==> src/rtl/mem_boot_loader_pkg.sv <==
// Shared definitions for the boot loader: FSM states, Wishbone address map
// fields, CTRL register layout and the loader's latched SRAM request.
package mem_boot_loader_pkg;

   typedef enum logic [1:0] {
      ST_IDLE = 2'd0,
      ST_CSEL = 2'd1,
      ST_WAIT = 2'd2,
      ST_ACK  = 2'd3
   } state_e;

   // Offset of the CTRL register inside the 64 KiB slave region
   localparam logic [15:0] CTRL_OFS = 16'h0000;

   // Memory window: adr[15:14] == WIN_TAG, bank = adr[13:12], word = adr[11:2]
   localparam int          WIN_HI  = 15;
   localparam int          WIN_LO  = 14;
   localparam logic [1:0]  WIN_TAG = 2'b01;
   localparam int          BANK_HI = 13;
   localparam int          BANK_LO = 12;
   localparam int          WORD_HI = 11;
   localparam int          WORD_LO = 2;

   // CTRL register bit positions
   localparam int          CTRL_HOLD_BIT = 0;
   localparam int          CTRL_BUSY_BIT = 1;

   // SRAM request captured when a window access is accepted
   typedef struct packed {
      logic [1:0]  bank;
      logic [9:0]  word;
      logic        we;
      logic [1:0]  wmask;
      logic [15:0] wdata;
   } ldr_req_t;

endpackage

==> src/rtl/mem_boot_loader_port_mux.sv <==
// mem_port_mux: owner arbitration of the shared SRAM port.
//   ldr_en_i    loader owns the port this cycle (FSM in CSEL)
//   ldr_req_i   latched loader request
//   cpu_pass_i  CPU owns the port (hold released, FSM idle)
//   cpu_*_i/o   CPU side, passed through combinationally
//   mem_*_o/i   SRAM side; all chip selects high when nobody owns the port
module mem_port_mux
   import mem_boot_loader_pkg::*;
(
   input  logic        ldr_en_i,
   input  ldr_req_t    ldr_req_i,
   input  logic        cpu_pass_i,
   input  logic [11:0] cpu_addr_i,
   input  logic [15:0] cpu_wdata_i,
   input  logic        cpu_en_i,
   input  logic        cpu_rw_i,
   output logic [15:0] cpu_rdata_o,
   output logic [9:0]  mem_addr_o,
   output logic [15:0] mem_wdata_o,
   input  logic [15:0] mem_rdata_i,
   output logic [3:0]  mem_csb_o,
   output logic        mem_web_o,
   output logic [1:0]  mem_wmask_o
);

   always_comb begin
      mem_csb_o   = 4'hF;
      mem_addr_o  = '0;
      mem_wdata_o = '0;
      mem_web_o   = 1'b1;
      mem_wmask_o = 2'b00;
      if (ldr_en_i) begin
         mem_csb_o[ldr_req_i.bank] = 1'b0;
         mem_addr_o  = ldr_req_i.word;
         mem_web_o   = !ldr_req_i.we;
         mem_wmask_o = ldr_req_i.wmask;
         mem_wdata_o = ldr_req_i.wdata;
      end else if (cpu_pass_i) begin
         mem_csb_o[cpu_addr_i[11:10]] = !cpu_en_i;
         mem_addr_o  = cpu_addr_i[9:0];
         mem_web_o   = !cpu_rw_i;
         mem_wmask_o = 2'b11;
         mem_wdata_o = cpu_wdata_i;
      end
   end

   // The CPU never sees loader traffic while it is held
   assign cpu_rdata_o = cpu_pass_i ? mem_rdata_i : '0;

endmodule

==> src/rtl/mem_boot_loader.sv <==
// mem_boot_loader: Wishbone slave that loads a 4-bank SRAM while the CPU is
// held in reset, then hands the SRAM port to the CPU.
//   clk, rst_n      clock, async active-low reset
//   wbs_*           Wishbone slave (CTRL register at offset 0, memory window
//                   at adr[15:14] == 01, other offsets ack with zero data)
//   cpu_*           CPU SRAM port, passed through when hold is released
//   mem_*           shared SRAM port (per-bank active-low chip selects)
module mem_boot_loader
   import mem_boot_loader_pkg::*;
#(
   parameter logic [31:0] BASE_ADR = 32'h3000_0000
) (
   input  logic        clk,
   input  logic        rst_n,
   input  logic        wbs_cyc_i,
   input  logic        wbs_stb_i,
   input  logic        wbs_we_i,
   input  logic [3:0]  wbs_sel_i,
   input  logic [31:0] wbs_adr_i,
   input  logic [31:0] wbs_dat_i,
   output logic        wbs_ack_o,
   output logic [31:0] wbs_dat_o,
   input  logic [11:0] cpu_addr,
   input  logic [15:0] cpu_wdata,
   output logic [15:0] cpu_rdata,
   input  logic        cpu_en,
   input  logic        cpu_rw,
   output logic        cpu_rst,
   output logic [9:0]  mem_addr,
   output logic [15:0] mem_wdata,
   input  logic [15:0] mem_rdata,
   output logic [3:0]  mem_csb,
   output logic        mem_web,
   output logic [1:0]  mem_wmask
);

   state_e   state_q, state_d;
   logic     hold_q, hold_d;
   logic     ack_q, ack_d;
   logic [31:0] dat_q, dat_d;
   logic [15:0] rbuf_q, rbuf_d;
   ldr_req_t req_q, req_d;

   logic hit, is_win, is_ctrl, idle, start_mem, start_quick;
   logic ldr_en, fsm_ack, busy;
   logic [31:0] ctrl_rd;
   logic unused_bits;

   // ---------------- Wishbone decode ----------------
   assign hit     = wbs_cyc_i && wbs_stb_i && (wbs_adr_i[31:16] == BASE_ADR[31:16]);
   assign is_win  = (wbs_adr_i[WIN_HI:WIN_LO] == WIN_TAG);
   assign is_ctrl = (wbs_adr_i[15:0] == CTRL_OFS);
   assign idle    = (state_q == ST_IDLE);
   // ack_q blocks re-accepting the strobe still high on the edge its ack is seen
   assign start_mem   = hit && idle && !ack_q && is_win && hold_q;
   assign start_quick = hit && idle && !ack_q && !(is_win && hold_q);

   assign unused_bits = ^{wbs_sel_i[3:2], wbs_dat_i[31:16], wbs_adr_i[1:0]};

   // ---------------- FSM ----------------
   always_ff @(posedge clk or negedge rst_n) begin
      if (!rst_n) state_q <= ST_IDLE;
      else        state_q <= state_d;
   end

   always_comb begin
      state_d = state_q;
      case (state_q)
         ST_IDLE: if (start_mem) state_d = ST_CSEL;
         // A dropped cyc abandons the transfer; a write already issued stands
         ST_CSEL: state_d = wbs_cyc_i ? ST_WAIT : ST_IDLE;
         ST_WAIT: state_d = wbs_cyc_i ? ST_ACK  : ST_IDLE;
         ST_ACK:  state_d = ST_IDLE;
         default: state_d = ST_IDLE;
      endcase
   end

   always_comb begin
      ldr_en  = (state_q == ST_CSEL);
      fsm_ack = (state_q == ST_ACK);
      busy    = (state_q != ST_IDLE);
   end

   // ---------------- Datapath registers ----------------
   always_comb begin
      ctrl_rd = '0;
      ctrl_rd[CTRL_HOLD_BIT] = hold_q;
      ctrl_rd[CTRL_BUSY_BIT] = busy;
   end

   always_comb begin
      ack_d  = start_quick;
      dat_d  = dat_q;
      hold_d = hold_q;
      req_d  = req_q;
      rbuf_d = rbuf_q;
      if (start_quick) begin
         dat_d = (is_ctrl && !wbs_we_i) ? ctrl_rd : '0;
         // Only taken in IDLE, so ownership never flips mid-transfer
         if (is_ctrl && wbs_we_i && wbs_sel_i[0]) hold_d = wbs_dat_i[CTRL_HOLD_BIT];
      end
      if (start_mem) begin
         req_d.bank  = wbs_adr_i[BANK_HI:BANK_LO];
         req_d.word  = wbs_adr_i[WORD_HI:WORD_LO];
         req_d.we    = wbs_we_i;
         req_d.wmask = wbs_sel_i[1:0];
         req_d.wdata = wbs_dat_i[15:0];
      end
      if (state_q == ST_WAIT && wbs_cyc_i) rbuf_d = mem_rdata;
   end

   always_ff @(posedge clk or negedge rst_n) begin
      if (!rst_n) begin
         hold_q <= 1'b1;
         ack_q  <= 1'b0;
         dat_q  <= '0;
         req_q  <= '0;
         rbuf_q <= '0;
      end else begin
         hold_q <= hold_d;
         ack_q  <= ack_d;
         dat_q  <= dat_d;
         req_q  <= req_d;
         rbuf_q <= rbuf_d;
      end
   end

   assign wbs_ack_o = ack_q || fsm_ack;
   assign wbs_dat_o = fsm_ack ? {16'h0000, rbuf_q} : dat_q;
   assign cpu_rst   = hold_q;

   // ---------------- SRAM port arbiter ----------------
   mem_port_mux u_mux (
      .ldr_en_i    (ldr_en),
      .ldr_req_i   (req_q),
      .cpu_pass_i  (!hold_q && idle),
      .cpu_addr_i  (cpu_addr),
      .cpu_wdata_i (cpu_wdata),
      .cpu_en_i    (cpu_en),
      .cpu_rw_i    (cpu_rw),
      .cpu_rdata_o (cpu_rdata),
      .mem_addr_o  (mem_addr),
      .mem_wdata_o (mem_wdata),
      .mem_rdata_i (mem_rdata),
      .mem_csb_o   (mem_csb),
      .mem_web_o   (mem_web),
      .mem_wmask_o (mem_wmask)
   );

endmodule

==> config.mk <==
export PLATFORM = sky130hd
export DESIGN_NAME = mem_boot_loader
export DESIGN_NICKNAME = d
export VERILOG_FILES = /design/src/rtl/mem_boot_loader_pkg.sv /design/src/rtl/mem_boot_loader_port_mux.sv /design/src/rtl/mem_boot_loader.sv
export SDC_FILE = /design/constraint.sdc
export NUM_CORES = 1
export LEC_CHECK = 0
export CAP_MARGIN = 20
export CORE_MARGIN = 2
export CORE_UTILIZATION = 32
export CTS_CLUSTER_SIZE = 10
export DETAILED_ROUTE_END_ITERATION = 16
export PLACE_DENSITY = 0.77
export SYNTH_ARGS = -nofsm -noshare
export SYNTH_HDL_FRONTEND = slang
export SYNTH_SLANG_ARGS = --single-unit
export TNS_END_PERCENT = 1
==> constraint.sdc <==
create_clock -name clk -period 2.2 [get_ports clk]
set_clock_uncertainty 0.2 [all_clocks]
set_input_delay 0.44 -clock clk [delete_from_list [all_inputs] [get_ports clk]]
set_output_delay 0.44 -clock clk [all_outputs]
set_load 0.01 [all_outputs]
==> impl_metrics.toml <==
[synth]
yosysUniqueCellTypes = 32
ys_ff_latch = 53
seq_area_frac_synth_pct = 45.1
synth-simple-area-share_pct = 13.8
post_synth_fa_ha_maj_area_fraction_pct = 0
postSynthCellCount = 236
synth.area.mux_share_pct = 23.2
syn_area_um2 = 2950
synth_compound_area_share_pct = 10.1
synth_top_family_by_area = "multiplexers"
synthXorXnorAreaFrac_pct = 0
syn_area_per_cell_um2 = 12.5
yosys_warnings = 0

[die]
std_cell_rows = 35
initial_core_util_pct = 32.5
die_w_um = 99.9
coreArea_um2 = 9060
die_y_um = 99.9
top_level_ports = 202
die_area_um2 = 9990

[sta]
fin_crit_sh_pct = 110
max_freq_mhz = 414
hold_viol = 0
slew_viol_final = 0
slew-limit-headroom_pct = 61.8
fin_ws_ns = -0.213
grt_setup_unrepaired = "yes"
tightest_slew_ns = 0.572
fin_hold_ws_ns = 0.306
fin_crit_ns = 2.41
setup-violations-final = 48

[worst_setup_path]
timing.reg2reg.setup_slack_ns = -0.16
end_kind = "register"
startpoint_type = "primary input"
crit_path_max_fanout = 8
crit_required_ns = 2.18
path_buf_inv = 3
crit_arrival_ns = 2.40
cp_slowest_stage_delay_ns = 0.47
cp_cell_sequence = "clkdlybuf4s50_1 > nor4_4 > nand2_1 > nor4b_4 > buf_6 > buf_12 > mux2_4"
crit_type = "in2reg"
cp_slowest_cell = "clkdlybuf4s50_1"
cpLargestDelayFamily = "simple AND/OR/NAND/NOR gates"

[status]
failed_checks = "negative setup slack"
outcome = "finished with violations"

[detailed_routing]
drt-met1-wl_um = 3640
drt_iter0_drc = 41
met3_length_um = 629
top_layer_used = "met4"
drtPass1Iterations = 4
vias_per_cell = 4.77
wl_per_cell_um = 16.8
vias = 2613
wl_met2_um = 4890
postRouteAntennaNets = 0
drt_wl_total_um = 9200
drc = 0

[clock_network]
h-tree-depth = 2
tritoncts = "done"
cts-root-buf = "clkbuf_8"
cts_buffer_depth = 2
cts_buffers = 5
clkTransAtPathRegs_ns = 0.09
cts_sinks = 53
clkLatencyLatePin_ns = 0.30

[grt]
antenna_found_initial = 0
overflow = 0
grt_max_degree = 30
grt_pass1_vias = 2763
grt_usage_pct = 17.9
grt_pass1_wl_um = 13900

[min_path]
hp-class = "reg2reg"

[finish]
areaGrowthSynthToFinish_pct = 76.1
antennaDiodeCount = 0
stdcell_count = 548
finalNetCount = 555
drive_above_1_share_pct = 39.1

[power]
p_per_area_nw_per_um2 = 376
leakagePower_nw = 2.73
ir_drop_mv = 0.214

[place]
io_buffers = 167
gp_congestion = 0.785
post-dp-hpwl_um = 6620
dp.cells = 528

[flow_run]
cap_viol_max_count = 0
sequential cells by signal (all words and copies together) (netlist names):
name     flops
rbuf_q      16
req_q       31
cpu_rst      1
state_q      2
dat_q        2
ack_q        1
synthesized netlist by cell type (all sizes together):
master,instances,share of area [%]
clkbuf,12,1.5
dfrtp,52,44
and3,15,3.3
nand4b,1,0.51
and2,16,3.4
conb,1,0.13
a22oi,1,0.25
buf,21,5.9
mux2,51,23
and2b,1,0.25
inv,2,0.25
dfstp,1,0.89
nand2,5,0.64
nor4,7,1.5
nand3b,1,0.25
nand4,2,0.42
nand2b,2,0.42
nor3b,2,0.51
o21a,1,0.25
nor4b,3,1.6
a21o,3,0.76
nor3,2,0.34
nor2b,2,0.42
a32oi,3,0.89
nor2,2,0.25
a31oi,1,0.21
a22o,26,7.7
through the flow:
step	area [um^2]	setup slack [ns]	total power, mW	TNS [ns]	utilization (%)
floorplan	3020	0.00499	1.10	0	-
global placement	4930	-0.501	1.39	-19.57	54.4
detailed placement	4930	-0.677	1.40	-25.92	54.4
CTS	5160	-0.218	1.97	-11.20	56.9
global route	5190	-0.242	2.05	-11.05	57.2
finish	5190	-0.213	1.95	-7.03	57.2
report_power, final:
part / internal (mW) / total, mW / switching (mW)
Combinational: 0.246 / 0.382 / 0.136
Sequential: 0.973 / 0.973 / 0.000000145
Clock: 0.285 / 0.594 / 0.309
cell type report:
class / count / area (um^2)
timing repair buffer: 211 / 2050
clock inverter: 1 / 5.00
inverter: 2 / 7.51
sequential: 53 / 1330
clock buffer: 7 / 96.3
tap: 111 / 139
fill: 750 / 3880
multi-input combinational: 163 / 1560
metal layers:
metal | up-vias | global-route usage, %
li1 | 1231 | -
met1 | 1248 | 21.4
met2 | 130 | 33.3
met3 | 4 | 3.41
met4 | 0 | 3.69
met5 | - | 0
placed cells by master, fill, tap and decap left out, types with 2 or more instances in the layout:
master and count:
nand2_1 5, dlymetal6s2s_1 12, clkbuf_8 7, buf_12 8, a21o_1 3, dfrtp_1 50, clkbuf_2 2, and2_4 3
nand4_1 2, and3_1 11, buf_16 5, mux2_2 19, dlygate4sd2_1 6, and3_2 3, and2_1 13, nor2_1 2
inv_1 2, nor4_4 3, mux2_4 32, nor3b_1 2, buf_4 20, nand2b_1 2, nor4b_4 2, nor4_1 4
dfrtp_2 2, clkdlybuf4s50_1 99, a32oi_1 3, a22o_1 26, buf_6 14, conb_1 16, buf_2 43
worst paths after layout:
kind | to | cells past startpoint | start
worst max-delay path | req_q[11] | 7 | wbs_adr_i[23]
worst min-delay path | rbuf_q[4] | 1 | rbuf_q[4]
worst max register to register | req_q[11] | 7 | state_q[0]
worst min register to register | rbuf_q[4] | 1 | rbuf_q[4]
max in group asynchronous | cpu_rst | 3 | rst_n
min in group asynchronous | rbuf_q[15] | 2 | rst_n
logic make-up after synthesis:
group                  count (synthesis)
AND/OR/NAND/NOR                       61
buffers and inverters                 35
AO/OA/AOI/OAI                         35
multiplexers                          51
flip-flops                            53
other                                  1
timing repair:
| item | in CTS | in global routing |
|---|---|---|
| endpoints found under the setup margin | 99 | 100 |
| hold endpoints to repair | 24 | 0 |
| gates resized for setup | 197 | 59 |
| pin swaps | 25 | 15 |
| buffers inserted | 7 | 0 |
| hold buffers | 1 | 0 |
| cloned | 5 | 0 |
Note: power is estimated with default switching activity, not from simulation.
